**src/rtl/vga_timing_pkg.sv**
```systemverilog
// Shared VGA timing defaults and the receiver lock-state encoding, used by
// both the sync capture block and the timing generator.
package vga_timing_pkg;

    localparam int H_TOTAL_DEF  = 800;
    localparam int V_TOTAL_DEF  = 525;
    localparam int H_ACTIVE_DEF = 640;
    localparam int V_ACTIVE_DEF = 480;
    localparam int HS_START_DEF = 656;
    localparam int VS_START_DEF = 490;
    localparam int HS_WIDTH_DEF = 96;
    localparam int VS_WIDTH_DEF = 2;

    typedef enum logic [1:0] {
        SEARCH = 2'd0,
        VERIFY = 2'd1,
        LOCKED = 2'd2
    } lock_state_e;

    // Next counter value with wrap at the last position.
    function automatic logic [9:0] wrap_inc(input logic [9:0] value, input logic [9:0] last);
        if (value == last) begin
            wrap_inc = 10'd0;
        end else begin
            wrap_inc = value + 10'd1;
        end
    endfunction

endpackage

```
**src/rtl/vga_rx_lock_fsm.sv**
```systemverilog
// Lock tracker: compares predicted counter positions against the sync edges
// and decides whether the reconstructed timing can be trusted.
module vga_rx_lock_fsm
    import vga_timing_pkg::*;
#(
    parameter logic [9:0] HS_START = 10'd656,
    parameter logic [9:0] VS_START = 10'd490
) (
    input  logic       clock,
    input  logic       reset,
    input  logic       hs_fall,
    input  logic       vs_fall,
    input  logic [9:0] h_pred,
    input  logic [9:0] v_pred,
    output logic       locked,
    output logic       lock_next
);

    lock_state_e state_r;
    lock_state_e state_next_s;
    logic        locked_r;
    logic        bad_edge_s;
    logic        good_vs_s;

    // Next-state decision; a misplaced edge always wins over a good one.
    always_comb begin
        state_next_s = state_r;
        bad_edge_s   = (hs_fall && (h_pred != HS_START)) || (vs_fall && (v_pred != VS_START));
        good_vs_s    = vs_fall && (v_pred == VS_START);
        case (state_r)
            SEARCH: begin
                if (vs_fall) begin
                    state_next_s = VERIFY;
                end else begin
                    state_next_s = SEARCH;
                end
            end
            VERIFY: begin
                if (bad_edge_s) begin
                    state_next_s = SEARCH;
                end else if (good_vs_s) begin
                    state_next_s = LOCKED;
                end else begin
                    state_next_s = VERIFY;
                end
            end
            LOCKED: begin
                if (bad_edge_s) begin
                    state_next_s = SEARCH;
                end else begin
                    state_next_s = LOCKED;
                end
            end
            default: state_next_s = SEARCH;
        endcase
    end

    // State register and registered lock flag.
    always_ff @(posedge clock) begin
        if (reset) begin
            state_r  <= SEARCH;
            locked_r <= 1'b0;
        end else begin
            state_r  <= state_next_s;
            locked_r <= (state_next_s == LOCKED);
        end
    end

    assign locked    = locked_r;
    assign lock_next = (state_next_s == LOCKED);

endmodule

```
**src/rtl/vga_sync_capture.sv**
```systemverilog
// VGA receiver: rebuilds pixel position from hsync/vsync, tracks lock and
// captures the visible pixels. Define CAPTURE_CHECKSUM_EN for a per-frame sum.
module vga_sync_capture
    import vga_timing_pkg::*;
#(
    parameter int H_TOTAL  = H_TOTAL_DEF,
    parameter int V_TOTAL  = V_TOTAL_DEF,
    parameter int HS_START = HS_START_DEF,
    parameter int VS_START = VS_START_DEF,
    parameter int H_ACTIVE = H_ACTIVE_DEF,
    parameter int V_ACTIVE = V_ACTIVE_DEF
) (
    input  logic        clock,
    input  logic        reset,
    input  logic        hsync,
    input  logic        vsync,
    input  logic [2:0]  red_in,
    input  logic [2:0]  green_in,
    input  logic [1:0]  blue_in,
    output logic [2:0]  red,
    output logic [2:0]  green,
    output logic [1:0]  blue,
    output logic [9:0]  hcount,
    output logic [9:0]  vcount,
    output logic        pix_valid,
    output logic        locked,
    output logic        frame_start
`ifdef CAPTURE_CHECKSUM_EN
    ,
    output logic [15:0] frame_sum
`endif
);

    localparam logic [9:0] H_LAST_C   = 10'(H_TOTAL - 1);
    localparam logic [9:0] V_LAST_C   = 10'(V_TOTAL - 1);
    localparam logic [9:0] HS_START_C = 10'(HS_START);
    localparam logic [9:0] VS_START_C = 10'(VS_START);
    localparam logic [9:0] H_ACTIVE_C = 10'(H_ACTIVE);
    localparam logic [9:0] V_ACTIVE_C = 10'(V_ACTIVE);

    logic [1:0] div_r;
    logic       hs_prev_r;
    logic       vs_prev_r;
    logic [9:0] hcount_r;
    logic [9:0] vcount_r;
    logic [2:0] red_r;
    logic [2:0] green_r;
    logic [1:0] blue_r;
    logic       pix_valid_r;
    logic       frame_start_r;

    logic       hs_fall_s;
    logic       vs_fall_s;
    logic       pen_s;
    logic [9:0] h_pred_s;
    logic [9:0] v_pred_s;
    logic [9:0] h_next_s;
    logic [9:0] v_next_s;
    logic       lock_next_s;
    logic       valid_next_s;
    logic       start_next_s;

    // Edge detect, pixel enable and counter prediction. vsync is only
    // compared between pens so a fall is always seen on a pixel boundary.
    always_comb begin
        hs_fall_s = hs_prev_r & ~hsync;
        pen_s     = (div_r == 2'd0) | hs_fall_s;
        vs_fall_s = pen_s & vs_prev_r & ~vsync;
        h_pred_s  = wrap_inc(hcount_r, H_LAST_C);
        if (hcount_r == H_LAST_C) begin
            v_pred_s = wrap_inc(vcount_r, V_LAST_C);
        end else begin
            v_pred_s = vcount_r;
        end
        if (hs_fall_s) begin
            h_next_s = HS_START_C;
        end else begin
            h_next_s = h_pred_s;
        end
        if (vs_fall_s) begin
            v_next_s = VS_START_C;
        end else begin
            v_next_s = v_pred_s;
        end
        valid_next_s = lock_next_s && (h_next_s < H_ACTIVE_C) && (v_next_s < V_ACTIVE_C);
        start_next_s = lock_next_s && (h_next_s == 10'd0) && (v_next_s == 10'd0);
    end

    vga_rx_lock_fsm #(
        .HS_START (HS_START_C),
        .VS_START (VS_START_C)
    ) u_lock (
        .clock     (clock),
        .reset     (reset),
        .hs_fall   (hs_fall_s),
        .vs_fall   (vs_fall_s),
        .h_pred    (h_pred_s),
        .v_pred    (v_pred_s),
        .locked    (locked),
        .lock_next (lock_next_s)
    );

    // Divider, position counters and pixel capture.
    always_ff @(posedge clock) begin
        if (reset) begin
            div_r         <= 2'd0;
            hs_prev_r     <= 1'b1;
            vs_prev_r     <= 1'b1;
            hcount_r      <= 10'd0;
            vcount_r      <= 10'd0;
            red_r         <= 3'd0;
            green_r       <= 3'd0;
            blue_r        <= 2'd0;
            pix_valid_r   <= 1'b0;
            frame_start_r <= 1'b0;
        end else begin
            hs_prev_r     <= hsync;
            frame_start_r <= pen_s & start_next_s;
            if (hs_fall_s) begin
                div_r <= 2'd1;
            end else begin
                div_r <= div_r + 2'd1;
            end
            if (pen_s) begin
                vs_prev_r   <= vsync;
                hcount_r    <= h_next_s;
                vcount_r    <= v_next_s;
                pix_valid_r <= valid_next_s;
                if (valid_next_s) begin
                    red_r   <= red_in;
                    green_r <= green_in;
                    blue_r  <= blue_in;
                end else begin
                    red_r   <= 3'd0;
                    green_r <= 3'd0;
                    blue_r  <= 2'd0;
                end
            end
        end
    end

`ifdef CAPTURE_CHECKSUM_EN
    logic [15:0] acc_r;
    logic [15:0] frame_sum_r;
    logic [15:0] pix_word_s;

    assign pix_word_s = {8'd0, red_in, green_in, blue_in};

    // Frame checksum: pixel (0,0) already belongs to the new frame.
    always_ff @(posedge clock) begin
        if (reset) begin
            acc_r       <= 16'd0;
            frame_sum_r <= 16'd0;
        end else if (pen_s && start_next_s) begin
            frame_sum_r <= acc_r;
            if (valid_next_s) begin
                acc_r <= pix_word_s;
            end else begin
                acc_r <= 16'd0;
            end
        end else if (pen_s && valid_next_s) begin
            acc_r <= acc_r + pix_word_s;
        end else begin
            acc_r <= acc_r;
        end
    end

    assign frame_sum = frame_sum_r;
`endif

    assign hcount      = hcount_r;
    assign vcount      = vcount_r;
    assign red         = red_r;
    assign green       = green_r;
    assign blue        = blue_r;
    assign pix_valid   = pix_valid_r;
    assign frame_start = frame_start_r;

endmodule
```
**config.mk**
```make
export PLATFORM = sky130hd
export DESIGN_NAME = vga_sync_capture
export DESIGN_NICKNAME = d
export VERILOG_FILES = /design/src/rtl/vga_timing_pkg.sv /design/src/rtl/vga_rx_lock_fsm.sv /design/src/rtl/vga_sync_capture.sv
export SDC_FILE = /design/constraint.sdc
export NUM_CORES = 1
export LEC_CHECK = 0
export ABC_AREA = 1
export CORE_UTILIZATION = 54
export CTS_BUF_LIST = sky130_fd_sc_hd__clkbuf_4 sky130_fd_sc_hd__clkbuf_8 sky130_fd_sc_hd__clkbuf_16
export DETAILED_ROUTE_END_ITERATION = 8
export GPL_TIMING_DRIVEN = 0
export PLACE_DENSITY = 0.82
export RECOVER_POWER = 25
export SKIP_CTS_REPAIR_TIMING = 1
export SYNTH_ARGS = -nofsm -noshare
export SYNTH_HDL_FRONTEND = slang
export SYNTH_SLANG_ARGS = --single-unit
```
**constraint.sdc**
```tcl
create_clock -name clock -period 3 [get_ports clock]
set_input_delay 0.9 -clock clock [delete_from_list [all_inputs] [get_ports clock]]
set_output_delay 0.9 -clock clock [all_outputs]
set_load 0.02 [all_outputs]
```
### Word-level counts from Yosys, hierarchy flattened

Index checks and enable logic that the tools add are counted.
Widths: inputs -> output; s select.

* output and inout port bits: 31
* flip-flop bits (word level): 37
* input bits: 12
* word-level logic and storage cells: 60

* muxes and demuxes: 14
* reductions and logical operators: 13
* add/sub/neg operators: 3
* $lt $le $gt $ge: 2
* equality and inequality tests: 8
* bitwise gates (word level): 7

Operators with widths (count)
* $mux 10: 5
* $add 10x1->10 const B: 2
* $eq 10x10->1 const B: 2
* $logic_not 10->1: 2
* $eq 10x9->1 const B: 1
* $lt 10x10->1 const B: 1
* $lt 10x9->1 const B: 1
* $ne 10x10->1 const B: 1
* $ne 10x9->1 const B: 1
* $mux 2: 4
* $logic_and 1x1->1: 7
* $mux 3: 2
* $pmux 2 s3: 1
* $and 1x1->1: 4
* $eq 2x2->1 const B: 2
* $logic_not 2->1: 2
* $add 2x1->2 const B: 1
* $eq 2x1->1 const B: 1
* $mux 1: 2
* $not 1->1: 2
* $reduce_or 2->1: 1
* $logic_or 1x1->1: 1
* $or 1x1->1: 1

### Depth between registers and ports, before layout

* depth in word-level cells: 13
* gate-level depth with buffers: 15
* depth with buffers taken out: 14

### By module

Synthesis repeated with hierarchy kept, for this count alone.

* cells, all modules: 376
* area total of the unflattened synthesis: 2428.6 µm²

Modules (own cells, without submodules)
* vga_sync_capture: area an instance 2195.9 µm², seq. area each 680.7 µm², instances 1, cells each 334
* vga_rx_lock_fsm: area an instance 232.7 µm², seq. area each 60.1 µm², instances 1, cells each 42

### Worst setup path after synthesis

Ideal clock, no wire load.

* path type: input to register
* from: in hsync
* to: reg blue_r[1], in the netlist blue[1]
* arrival time: 2.201 ns
* required time: 2.929 ns
* path buffers: 1
* setup time: 0.071 ns
* slack: 0.729 ns
* cell stages on the path: 12
* path through: inv_1 > nand2_1 > nand2_2 > inv_1 > nor2_2 > nand2_1 > buf_6 > o21ai_0 > o21ai_0 > a21oi_4 > nand4_1 > a21oi_1

* word-level cells in the longest chain between the ends: 13
* elaborated cells on any way between the ends: 22
* those cells by class: order compare: 2; eq/ne: 1; mux: 8; bitwise: 5; reduce/logical: 6

Ends and longest elaborated chain
* from (decl): RTL line vga_sync_capture.sv:15 `input logic hsync,`
* $not 1->1 (*): RTL line vga_sync_capture.sv:66 `hs_fall_s = hs_prev_r & ~hsync;`
* $and 1x1->1 (*): RTL line vga_sync_capture.sv:66
* $or 1x1->1: RTL line vga_sync_capture.sv:67 `pen_s = (div_r == 2'd0) | hs_fall_s;`
* $and 1x1->1 (2 in a row): RTL line vga_sync_capture.sv:68 `vs_fall_s = pen_s & vs_prev_r & ~vsync;`
* $logic_and 1x1->1, on equally long branches: RTL line vga_rx_lock_fsm.sv:29, vga_rx_lock_fsm.sv:28
* $mux 2 or $logic_or 1x1->1 (tied branches): RTL line vga_rx_lock_fsm.sv:41, vga_rx_lock_fsm.sv:28
* $mux 2, on equally long branches: RTL line vga_rx_lock_fsm.sv:39, vga_rx_lock_fsm.sv:48
* $pmux 2 s3: RTL line vga_rx_lock_fsm.sv:30 `case (state_r)`
* $eq 2x2->1: RTL line vga_rx_lock_fsm.sv:70 `assign lock_next = (state_next_s == LOCKED);`
* $logic_and 1x1->1 (2 in a row): RTL line vga_sync_capture.sv:85 `valid_next_s = lock_next_s && (h_next_s < H_ACTIVE_C) && (v_next_s < V_ACTIVE_C);`
* $mux 2: RTL line vga_sync_capture.sv:129 `if (valid_next_s) begin`
* to (signal assigned): RTL line vga_sync_capture.sv:132 `blue_r <= blue_in;`
* to (decl): RTL line vga_sync_capture.sv:48 `logic [1:0] blue_r;`

Every way passes the cells marked *; elsewhere a longest branch is shown, timed or not.
A chain may end at the register's enable or synchronous reset.

### Worst setup path after layout

* from: in hsync
* to: reg frame_start_r, in the netlist frame_start

* word-level cells in the longest chain between the ends: 13
* elaborated cells on any way between the ends: 22
* those cells by class: eq/ne: 1; mux: 7; bitwise: 6; reduce/logical: 8

Ends and longest elaborated chain
* $not 1->1 (*): RTL line vga_sync_capture.sv:66
* $and 1x1->1 (*): RTL line vga_sync_capture.sv:66
* $or 1x1->1: RTL line vga_sync_capture.sv:67
* $and 1x1->1 (2 in a row): RTL line vga_sync_capture.sv:68
* $logic_and 1x1->1, on equally long branches: RTL line vga_rx_lock_fsm.sv:29, vga_rx_lock_fsm.sv:28
* $mux 2 or $logic_or 1x1->1 (tied branches): RTL line vga_rx_lock_fsm.sv:41, vga_rx_lock_fsm.sv:28
* $mux 2, on equally long branches: RTL line vga_rx_lock_fsm.sv:39, vga_rx_lock_fsm.sv:48
* $pmux 2 s3: RTL line vga_rx_lock_fsm.sv:30
* $eq 2x2->1: RTL line vga_rx_lock_fsm.sv:70
* $logic_and 1x1->1 (2 in a row): RTL line vga_sync_capture.sv:86 `start_next_s = lock_next_s && (h_next_s == 10'd0) && (v_next_s == 10'd0);`
* $and 1x1->1 (*): RTL line vga_sync_capture.sv:118 `frame_start_r <= pen_s & start_next_s;`
* to (signal assigned): RTL line vga_sync_capture.sv:118
* to (decl): RTL line vga_sync_capture.sv:50 `logic frame_start_r;`

Marks and branches as above.

==> qor.yml <==
yosys:
  ys_ff_latch: 37
  ys.flop_type: "dfxtp_1"
  synth_cell_types: 36
  syn-num-nets: 372
  synthArstFlopShare_pct: 0
  synth.area.top_cells: "dfxtp_1 32%, nand2_1 15%, inv_1 7.2%"
  synth.top_cell.area_share_pct: 31.7
  synthCells: 356
  avgSynthCellArea_um2: 6.55
  yosysTopAreaCell: "dfxtp_1"
  netlist_area_um2: 2330
  yosysWarnings: 0
  ys_seq_area_share_pct: 31.7
  synth_edf_count: 0
clock_network:
  numCtsBuffers: 5
  numClockSinks: 37
  clk_latency_ps: 290
  ctsRootBufferMaster: "clkbuf_8"
  htreeDepth: 2
  clk_pin_slew_ps: 80
  tritoncts: "done"
  cts_buffer_depth: 2
critical_path:
  critPathCaptureType: "flip-flop"
  cp-start-kind: "input port"
  cpPeakStageDelay_ps: 450
  rr_worst_depth: 12
  reg2reg_slack_ps: 590
  critPathRequiredTime_ps: 3240
  cp_max_fo: 10
  path_cells: "clkdlybuf4s50_1 > inv_1 > nand2_1 > nand2_2 > inv_1 > nor2_2 > nand2_1 > buf_6 > inv_1 > nor3_1 > nand3_1 > nor3_1 > nand3_1 > nor2_1"
  timing.rr.start: "hcount[0]"
  r2r-end: "frame_start"
  worstSetupPathType: "input port to flip-flop"
  slowest_stage: "clkdlybuf4s50_1"
  arrival_ps: 3040
  worst_path_most_repeated_cell: "inv_1"
global_route:
  use_met3_pct: 5.74
  antenna_found_initial: 0
  grt_max_degree: 14
  met2_usage_pct: 42.9
  grt_usage_pct: 28.5
  overflow: 0
  met1_usage_pct: 40.1
  grt_first_pass_wirelength_mm: 9.70
  grt_pass1_vias: 2114
  top_usage_layer: "met2"
route:
  wl_per_cell_um: 13.6
  route.detailed.drc: 0
  num_vias: 2624
  wirelength_mm: 6.22
  routed_via_density: 5.75
  drt-pass1-iter-count: 5
  drt_iter0_markers: 245
  detail-route-antenna-nets: 0
timing:
  worst_pin_slew_ps: 579
  fin_worst_skew_ps: 3.73
  setup_viol: 0
  max_clock_freq_ghz: 0.356
  rsz0062_at_grt: "false"
  holdWs_ps: 437
  relSlewSlack_pct: 61.4
  period_needed_ps: 2810
  hold_viol: 0
  maxSlewViolCount: 0
  post-route-period-util_pct: 93.6
final_layout:
  fin_nets: 421
  drive_gt1_share_pct: 9.36
  layout_commonest_cell: "nand2_1"
  diodes: 0
  syn_to_final_growth_pct: 25.6
  fin_area_um2: 2930
  layout_common_cells: "96 x nand2_1, 45 x inv_1, 37 x dfxtp_1"
floorplanning:
  dieWidth_um: 67.7
  die_h_um: 67.7
  pin_count: 43
  dieArea_um2: 4590
  start_util_pct: 57.1
  core-area_um2: 4090
  rows: 23
min_path:
  min_to: "div_r[0]"
  worst_hold_startpoint: "div_r[0]"
  whs_path_depth: 1
  min_path_type: "flip-flop to flip-flop"
power:
  ir_worst_vdd_mv: 0.321
  power_density_nw_per_um2: 454
  p_leak_uw: 0.00132
placement:
  dpl.hpwl_mm: 4.59
  dpl-instance-area_um2: 2820
  port_buffers: 42
  gp_congestion: 0.917
outcome:
  run_status: "finished clean"
run:
  cap_violations: 0
registers in the layout, indices dropped and copies added, names as in the netlist:
register and count:
green 3, hcount 10, vs_prev_r 1, u_lock.state_r 2
frame_start 1, hs_prev_r 1, red 3, blue 2
u_lock.locked 1, vcount 10, div_r 2, pix_valid 1
critical path: cells and delay by family:
kind	cells	cell delay, ps
buffers and inverters	5	890
AND/OR/NAND/NOR	9	1250
cells in the mapped netlist (all sizes together) (4+ instances only):
library cell  instances
nand2               103
inv                  46
nor2                 40
nand3                38
dfxtp                37
a21oi                24
nand4                18
o21ai                11
clkbuf                8
o211ai                5
buf                   4
ha                    4
metrics by stage:
| stage | std cells | setup TNS [ps] | util (%) | power [uW] | setup slack, ps |
|---|---|---|---|---|---|
| final | 456 | 0 | 71.7 | 1330 | 193 |
| after CTS | 456 | 0 | 71.7 | 1330 | 271 |
| after detailed placement | 448 | -180 | 68.9 | 893 | -58.4 |
| after floorplan | 356 | 0 | - | 774 | 729 |
| after global placement | 448 | -194 | 68.9 | 886 | -52.0 |
| after global routing | 456 | 0 | 71.7 | 1390 | 81.8 |
how the worst max path moves through the flow:
| stage | from | endpoint | slack [ps] |
|---|---|---|---|
| after global placement | hsync | vcount[6] | -50 |
| after global routing | hsync | vcount[8] | 80 |
| after floorplan | hsync | blue[1] | 730 |
| after detailed placement | hsync | vcount[8] | -60 |
| after CTS | hsync | vcount[8] | 270 |
| final | hsync | frame_start | 190 |
area by class of cell:
class / instances / area (um^2)
sequential: 37 / 741
multi-input combinational: 261 / 1350
clock buffer: 5 / 68.8
timing repair buffer: 42 / 420
clock inverter: 3 / 46.3
buffer: 12 / 70.1
fill: 358 / 1150
tap: 50 / 62.6
inverter: 46 / 173
per-layer routing:
layer	vias to the layer above	part of all wire (%)
li1	1271	-
met1	1190	46
met2	145	44
met3	18	8.4
met4	0	1.8
met5	-	0
power by group:
| group | switching (uW) | leakage [uW] | internal [uW] |
|---|---|---|---|
| logic | 205 | 0.000962 | 125 |
| clock network | 193 | 0.0000543 | 249 |
| registers | 38.1 | 0.000303 | 520 |
cell families (layout without fill, tap and decap cells):
group           after synthesis  after routing  synth area share [%]
buf+inv                      58            108                  10.4
simple gates                205            205                  41.1
compound gates               50             50                  13.8
xor+xnor                      2              2                 0.751
flops                        37             37                  31.7
fa+ha+maj                     4              4                  2.14
No activity file was read; power rests on OpenSTA's default activity.
